$ cat src/rtl/sgd_train_sequencer.sv
// Training-loop controller for the SGD engine: walks epochs, data points and features,
// issuing forward-MAC, error, gradient and (mini-batch) weight-update strobes.
module sgd_train_sequencer #(
  parameter int FEAT_W  = 4,
  parameter int PT_W    = 12,
  parameter int EP_W    = 8,
  parameter int BATCH_W = 8
) (
  input  logic               CLK,
  input  logic               RST,
  input  logic               en,
  input  logic               start,
  input  logic               abort,
  input  logic [FEAT_W-1:0]  feat,
  input  logic [PT_W-1:0]    data_points,
  input  logic [EP_W-1:0]    epoch,
  input  logic [BATCH_W-1:0] batch,
  output logic [PT_W-1:0]    sample_addr,
  output logic [FEAT_W-1:0]  feat_idx,
  output logic               mac_vld,
  output logic               err_vld,
  output logic               grad_vld,
  output logic               upd_vld,
  output logic [EP_W-1:0]    epoch_cnt,
  output logic               busy,
  output logic               done,
  output logic               cfg_err,
  output logic               aborted
);

  localparam logic [2:0] S_IDLE = 3'd0;
  localparam logic [2:0] S_LOAD = 3'd1;
  localparam logic [2:0] S_FWD  = 3'd2;
  localparam logic [2:0] S_ERR  = 3'd3;
  localparam logic [2:0] S_GRAD = 3'd4;
  localparam logic [2:0] S_UPD  = 3'd5;
  localparam logic [2:0] S_DONE = 3'd6;
  localparam int CW = (PT_W > BATCH_W) ? PT_W : BATCH_W;

  logic [2:0]        state_q, state_d;
  logic [PT_W-1:0]   pt_q, pt_d, bc_q, bc_d, dp_q, dp_d, eff_q, eff_d;
  logic [FEAT_W-1:0] fi_q, fi_d, feat_q, feat_d;
  logic [EP_W-1:0]   ep_q, ep_d, epl_q, epl_d;
  logic              mac_q, mac_d, err_q, err_d, grad_q, grad_d, upd_q, upd_d;
  logic              busy_q, busy_d, done_q, done_d, cfg_q, cfg_d;
  logic              abrt_q, abrt_d, abreq_q, abreq_d;

  logic              arm_s, exec_s, abort_s, last_f_s, last_p_s;
  logic [PT_W-1:0]   bc_inc_s, eff_in_s;
  logic [EP_W-1:0]   ep_inc_s;
  logic [CW-1:0]     b_ext_s, dp_ext_s;

  // A strobe register being high means the displayed step is executed this cycle;
  // the step only advances once it has been executed, so en low never skips or repeats work.
  always_comb begin
    state_d = state_q;  pt_d = pt_q;  bc_d = bc_q;  fi_d = fi_q;  ep_d = ep_q;
    dp_d = dp_q;  eff_d = eff_q;  feat_d = feat_q;  epl_d = epl_q;
    done_d = done_q;  cfg_d = cfg_q;  abrt_d = abrt_q;  abreq_d = abreq_q;
    arm_s    = 1'b0;
    exec_s   = mac_q | err_q | grad_q | upd_q;
    abort_s  = abreq_q | abort;
    last_f_s = (fi_q == feat_q - FEAT_W'(1));
    last_p_s = (pt_q == dp_q - PT_W'(1));
    bc_inc_s = bc_q + PT_W'(1);
    ep_inc_s = ep_q + EP_W'(1);
    b_ext_s  = CW'(batch);
    dp_ext_s = CW'(data_points);
    eff_in_s = ((batch == {BATCH_W{1'b0}}) || (b_ext_s > dp_ext_s)) ? data_points : PT_W'(batch);
    case (state_q)
      S_IDLE, S_DONE: begin
        if (start) begin
          state_d = S_LOAD;  done_d = 1'b0;  cfg_d = 1'b0;  abrt_d = 1'b0;
          abreq_d = 1'b0;  ep_d = {EP_W{1'b0}};
        end else begin
          state_d = state_q;
        end
      end
      S_LOAD: begin
        feat_d = feat;  dp_d = data_points;  epl_d = epoch;  eff_d = eff_in_s;
        if ((feat == {FEAT_W{1'b0}}) || (data_points == {PT_W{1'b0}}) || (epoch == {EP_W{1'b0}})) begin
          state_d = S_DONE;  cfg_d = 1'b1;  done_d = 1'b1;  abreq_d = 1'b0;
        end else begin
          state_d = S_FWD;  pt_d = {PT_W{1'b0}};  fi_d = {FEAT_W{1'b0}};
          ep_d = {EP_W{1'b0}};  bc_d = {PT_W{1'b0}};  arm_s = en;  abreq_d = abort;
        end
      end
      S_FWD, S_ERR, S_GRAD, S_UPD: begin
        abreq_d = abort_s;
        arm_s   = en;
        if (!exec_s) begin
          state_d = state_q;
        end else begin
          case (state_q)
            S_FWD: begin
              if (last_f_s) begin
                state_d = S_ERR;  fi_d = {FEAT_W{1'b0}};
              end else begin
                fi_d = fi_q + FEAT_W'(1);
              end
            end
            S_ERR: begin
              state_d = S_GRAD;  fi_d = {FEAT_W{1'b0}};
            end
            S_GRAD: begin
              if (!last_f_s) begin
                fi_d = fi_q + FEAT_W'(1);
              end else if (abort_s || (bc_inc_s == eff_q) || last_p_s) begin
                fi_d = {FEAT_W{1'b0}};  bc_d = bc_inc_s;  state_d = S_UPD;
              end else begin
                fi_d = {FEAT_W{1'b0}};  bc_d = bc_inc_s;  pt_d = pt_q + PT_W'(1);  state_d = S_FWD;
              end
            end
            S_UPD: begin
              if (!last_f_s) begin
                fi_d = fi_q + FEAT_W'(1);
              end else begin
                fi_d = {FEAT_W{1'b0}};  bc_d = {PT_W{1'b0}};
                if (last_p_s) begin
                  pt_d = {PT_W{1'b0}};  ep_d = ep_inc_s;
                end else begin
                  pt_d = pt_q + PT_W'(1);
                end
                if (abort_s || (last_p_s && (ep_inc_s == epl_q))) begin
                  state_d = S_DONE;  done_d = 1'b1;  abrt_d = abort_s;  abreq_d = 1'b0;
                end else begin
                  state_d = S_FWD;
                end
              end
            end
            default: state_d = S_IDLE;
          endcase
        end
      end
      default: state_d = S_IDLE;
    endcase
    mac_d  = arm_s && (state_d == S_FWD);
    err_d  = arm_s && (state_d == S_ERR);
    grad_d = arm_s && (state_d == S_GRAD);
    upd_d  = arm_s && (state_d == S_UPD);
    busy_d = (state_d != S_IDLE) && (state_d != S_DONE);
  end

  // State, counters and registered outputs with synchronous active-low reset.
  always_ff @(posedge CLK) begin
    if (!RST) begin
      state_q <= S_IDLE;  pt_q <= {PT_W{1'b0}};  bc_q <= {PT_W{1'b0}};
      dp_q <= {PT_W{1'b0}};  eff_q <= {PT_W{1'b0}};  fi_q <= {FEAT_W{1'b0}};
      feat_q <= {FEAT_W{1'b0}};  ep_q <= {EP_W{1'b0}};  epl_q <= {EP_W{1'b0}};
      mac_q <= 1'b0;  err_q <= 1'b0;  grad_q <= 1'b0;  upd_q <= 1'b0;
      busy_q <= 1'b0;  done_q <= 1'b0;  cfg_q <= 1'b0;  abrt_q <= 1'b0;  abreq_q <= 1'b0;
    end else begin
      state_q <= state_d;  pt_q <= pt_d;  bc_q <= bc_d;  dp_q <= dp_d;  eff_q <= eff_d;
      fi_q <= fi_d;  feat_q <= feat_d;  ep_q <= ep_d;  epl_q <= epl_d;
      mac_q <= mac_d;  err_q <= err_d;  grad_q <= grad_d;  upd_q <= upd_d;
      busy_q <= busy_d;  done_q <= done_d;  cfg_q <= cfg_d;  abrt_q <= abrt_d;  abreq_q <= abreq_d;
    end
  end

  assign sample_addr = pt_q;
  assign feat_idx    = fi_q;
  assign epoch_cnt   = ep_q;
  assign mac_vld     = mac_q;
  assign err_vld     = err_q;
  assign grad_vld    = grad_q;
  assign upd_vld     = upd_q;
  assign busy        = busy_q;
  assign done        = done_q;
  assign cfg_err     = cfg_q;
  assign aborted     = abrt_q;

endmodule

$ cat config.mk
export PLATFORM = sky130hd
export DESIGN_NAME = sgd_train_sequencer
export DESIGN_NICKNAME = d
export VERILOG_FILES = /design/src/rtl/sgd_train_sequencer.sv
export SDC_FILE = /design/constraint.sdc
export NUM_CORES = 1
export LEC_CHECK = 0
export ABC_AREA = 1
export CORE_MARGIN = 2
export CORE_UTILIZATION = 61
export DETAILED_ROUTE_END_ITERATION = 10
export PLACE_DENSITY = 0.88
export SLEW_MARGIN = 20
export SYNTH_ARGS = -nofsm -noshare
export SYNTH_HDL_FRONTEND = slang
export SYNTH_SLANG_ARGS = --single-unit
export TNS_END_PERCENT = 5
$ cat constraint.sdc
create_clock -name CLK -period 4.9 [get_ports CLK]
set_input_delay 1.225 -clock CLK [delete_from_list [all_inputs] [get_ports CLK]]
set_output_delay 1.225 -clock CLK [all_outputs]
set_load 0.005 [all_outputs]
==> impl_results.md <==
* Status: finished clean
* Pwr Total at 1.93 mW
* Commonest cells after routing, fill and taps aside: nand2_1, inv_1, dfxtp_1
* Final hold vios at 0
* Final Slew Violations at 0
* Commonest register cell after synthesis: dfxtp_1
* Post-synth EDFFs at 0
* Flops & latches, synth at 84
* Port-buffer cells at 68
* Share of power burned in registers at 41.8%
* Worst Setup SP: data_points[11]
* Max Cap Viol at 0
* Initial antenna violation count at 0
* Number of vias in the routed layout at 5537
* Logic pwr share at 30.8%
* Switch share at 34.7%
* Worst Skew at 0.0119 ns
* Synthesized instance count at 818
* First drt pass iteration count at 6
* Peak supply drop at 0.178 mV
* Worst-skew pair later-pin latency at 0.35 ns
* YS warnings at 0
* Starting Density at 62.6%
* Unrepaired setup endpoints after global routing: no
* Total power divided by cell area at 304 nW/um2
* Launching point of the worst reg2reg path: feat_q[0]$_SDFFE_PN0P_
* P&R area growth vs syn at 17.4%
* Placer Congestion at 0.978
* Global route overflow at 0
* CP max-delay cell: clkdlybuf4s50_1
* Post-CTS Hold Buffers at 0
* First-pass GRT wire length at 23400 um
* CTS Buf Count at 9
* Setup crit end kind: flop
* Max Fanout on Critical Path at 13
* IO Count at 69
* Drt total wl at 13600 um
* Reg2Reg Setup Slack at 2.18 ns
* Async S/R FF share, synth at 0%
* Diodes inserted at 0
* Die area at 9630 um2
* Post-synthesis cell area at 5400 um2
* Layout cell share with drive strength beyond 1 at 9.31%
* Vias per cell at 5.60
* Synth cell types at 43
* Row Count at 34
* Psw at 0.669 mW
* Die X at 98.1 um
* Clock tree sinks at 84
* HP Class: reg -> reg
* Critical Path RT at 5.14 ns
* Setup TNS at 0 ns
* Commonest non-fill, non-tap cell in the layout: nand2_1
* Worst-Margin Slew at 0.674 ns
* Leak pwr at 2.71 nW
* Clock-pin slew on the worst setup and hold paths at 0.08 ns
* Crit path DAT at 3.59 ns
* Min Tclk post-route at 3.34 ns
* Crit-path most repeated cell: nor2_1
* Nets@finish at 928
* Period utilization at 68.2%
* Clock Tree Root: clkbuf_8
* # H-tree levels at 3
* Net Count, Synth at 869
* Die Ht at 98.1 um
* Dpl hpwl at 10400 um
* Crit start category: input port
* Clock Tree Buf Depth at 2
* Endpoints failing setup at 0
* Clk pwr share at 27.4%
* Global Route Usage Sum at 28.8%
* Crit-path cells: clkdlybuf4s50_1 > nor4_1 > nand3_1 > nand2_1 > nor2_1 > nor2_1 > nor2_1 > nand2_1 > inv_1 > o211a_1
* Wire length per cell at 13.8 um
* Drt drc at 0
* Fmax at 299 MHz
* Core ar. at 8640 um2
* Slew headroom at 55.0%
* Mean post-synth cell area at 6.60 um2
* DR iter-0 viols at 322
* Final antenna-violating net count at 0
* Register area share after synthesis at 31.1%
* Max stage delay on crit path at 0.50 ns
* CTS resizes at 0
* Setup Crit Path Kind: in -> reg
* TritonCTS clock tree: done
* Maximum number of pins on one net before global-route repair at 47
* Setup Buffers After CTS at 0
* Hold_sp: aborted$_SDFFE_PN0P_
* Power Internal at 1.26 mW
* Vias in the first global route at 5307
==> state kept, by name, indices dropped and copies added, names as in the netlist <==
signal,cells
aborted,1
eff_q,12
busy,1
epoch_cnt,8
feat_idx,4
bc_q,12
upd_vld,1
mac_vld,1
cfg_err,1
feat_q,4
state_q,3
epl_q,8
grad_vld,1
sample_addr,12
err_vld,1
done,1
abreq_q,1
dp_q,12
==> cells in the mapped netlist (2+ instances only) <==
| master | instances | area [um2] |
|---|---|---|
| nor2_1 | 78 | 293 |
| nor2_2 | 16 | 100 |
| o21bai_1 | 2 | 15.0 |
| o21ai_0 | 42 | 210 |
| xor2_1 | 17 | 149 |
| a31oi_1 | 7 | 43.8 |
| nand2_2 | 7 | 43.8 |
| clkbuf_1 | 16 | 60.1 |
| a221oi_1 | 2 | 17.5 |
| o21ai_1 | 4 | 20.0 |
| o211a_1 | 2 | 20.0 |
| nand3b_1 | 5 | 37.5 |
| a211oi_1 | 12 | 90.1 |
| a21oi_2 | 5 | 43.8 |
| a211oi_2 | 8 | 100 |
| a21oi_1 | 59 | 295 |
| nand2_4 | 4 | 45.0 |
| nand4_1 | 8 | 50.1 |
| nor2_4 | 6 | 67.6 |
| xnor2_1 | 9 | 78.8 |
| inv_1 | 103 | 387 |
| nand2_1 | 198 | 743 |
| buf_2 | 5 | 25.0 |
| inv_2 | 6 | 22.5 |
| dfxtp_1 | 84 | 1680 |
| o21ai_2 | 4 | 35.0 |
| nand3_2 | 3 | 30.0 |
| nor4_1 | 9 | 56.3 |
| or2_1 | 2 | 12.5 |
| inv_4 | 2 | 12.5 |
| nand3_1 | 62 | 310 |
| nor3_1 | 7 | 35.0 |
| ha_1 | 14 | 175 |
==> cells by family after synthesis <==
| logic type | count (synthesis) | synth area share (%) |
|---|---|---|
| AOI/OAI and AO/OA | 152 | 17.4 |
| xor gates and xnor gates | 27 | 4.52 |
| DFF | 84 | 31.1 |
| buffers and inverters | 136 | 9.93 |
| adders and majority gates | 14 | 3.24 |
| and+or+nand+nor | 405 | 33.8 |
==> power by group through the flow <==
stage               clock, mW  combinational, mW  sequential [mW]
finish                  0.528              0.594            0.807
global route            0.557              0.668            0.814
CTS                     0.531              0.589            0.805
detailed placement          0              0.585            0.821
global placement            0              0.561            0.816
floorplan                   0              0.427            0.804
==> through the flow <==
step	hold WS (ns)	utilization, %	worst slack [ns]	cells	cell area (um2)
finish	0.473	73.4	1.56	989	6340
global route	0.491	73.4	1.26	989	6340
CTS	0.470	73.4	1.61	989	6340
detailed placement	0.459	71.1	1.27	974	6140
global placement	0.452	71.1	1.36	974	6140
floorplan	0.444	-	2.06	818	5400
==> area by class of cell <==
| cell class | instances | area [um2] |
|---|---|---|
| Sequential cell | 84 | 1680 |
| Timing Repair Buffer | 72 | 711 |
| Inverter | 112 | 425 |
| Multi-Input combinational cell | 598 | 3180 |
| Clock buffer | 10 | 128 |
| Clock inverter | 5 | 77.6 |
| Fill cell | 717 | 2290 |
| Tap cell | 108 | 135 |
==> final timing paths <==
kind / depth (start not counted) / to
max: 10 / epoch_cnt[2]$_SDFFE_PN0P_
min: 2 / aborted$_SDFFE_PN0P_
max reg2reg: 13 / epoch_cnt[2]$_SDFFE_PN0P_
min reg2reg: 2 / aborted$_SDFFE_PN0P_
==> metal layers <==
| layer | part of all wire (%) | GRT usage (%) | vias to the layer above |
|---|---|---|---|
| met5 | 0 | 0 | - |
| met4 | 2.2 | 10.3 | 0 |
| met3 | 5.5 | 3.79 | 33 |
| met2 | 49 | 50.9 | 204 |
| met1 | 43 | 36.0 | 2528 |
| li1 | - | - | 2772 |
==> critical path, delay by kind of cell <==
kind | cells | cell delay (ns)
buffers and inverters | 2 | 0.69
and+or+nand+nor | 7 | 1.42
AOI/OAI and AO/OA | 1 | 0.24
No activity file was read; power rests on OpenSTA's default activity.
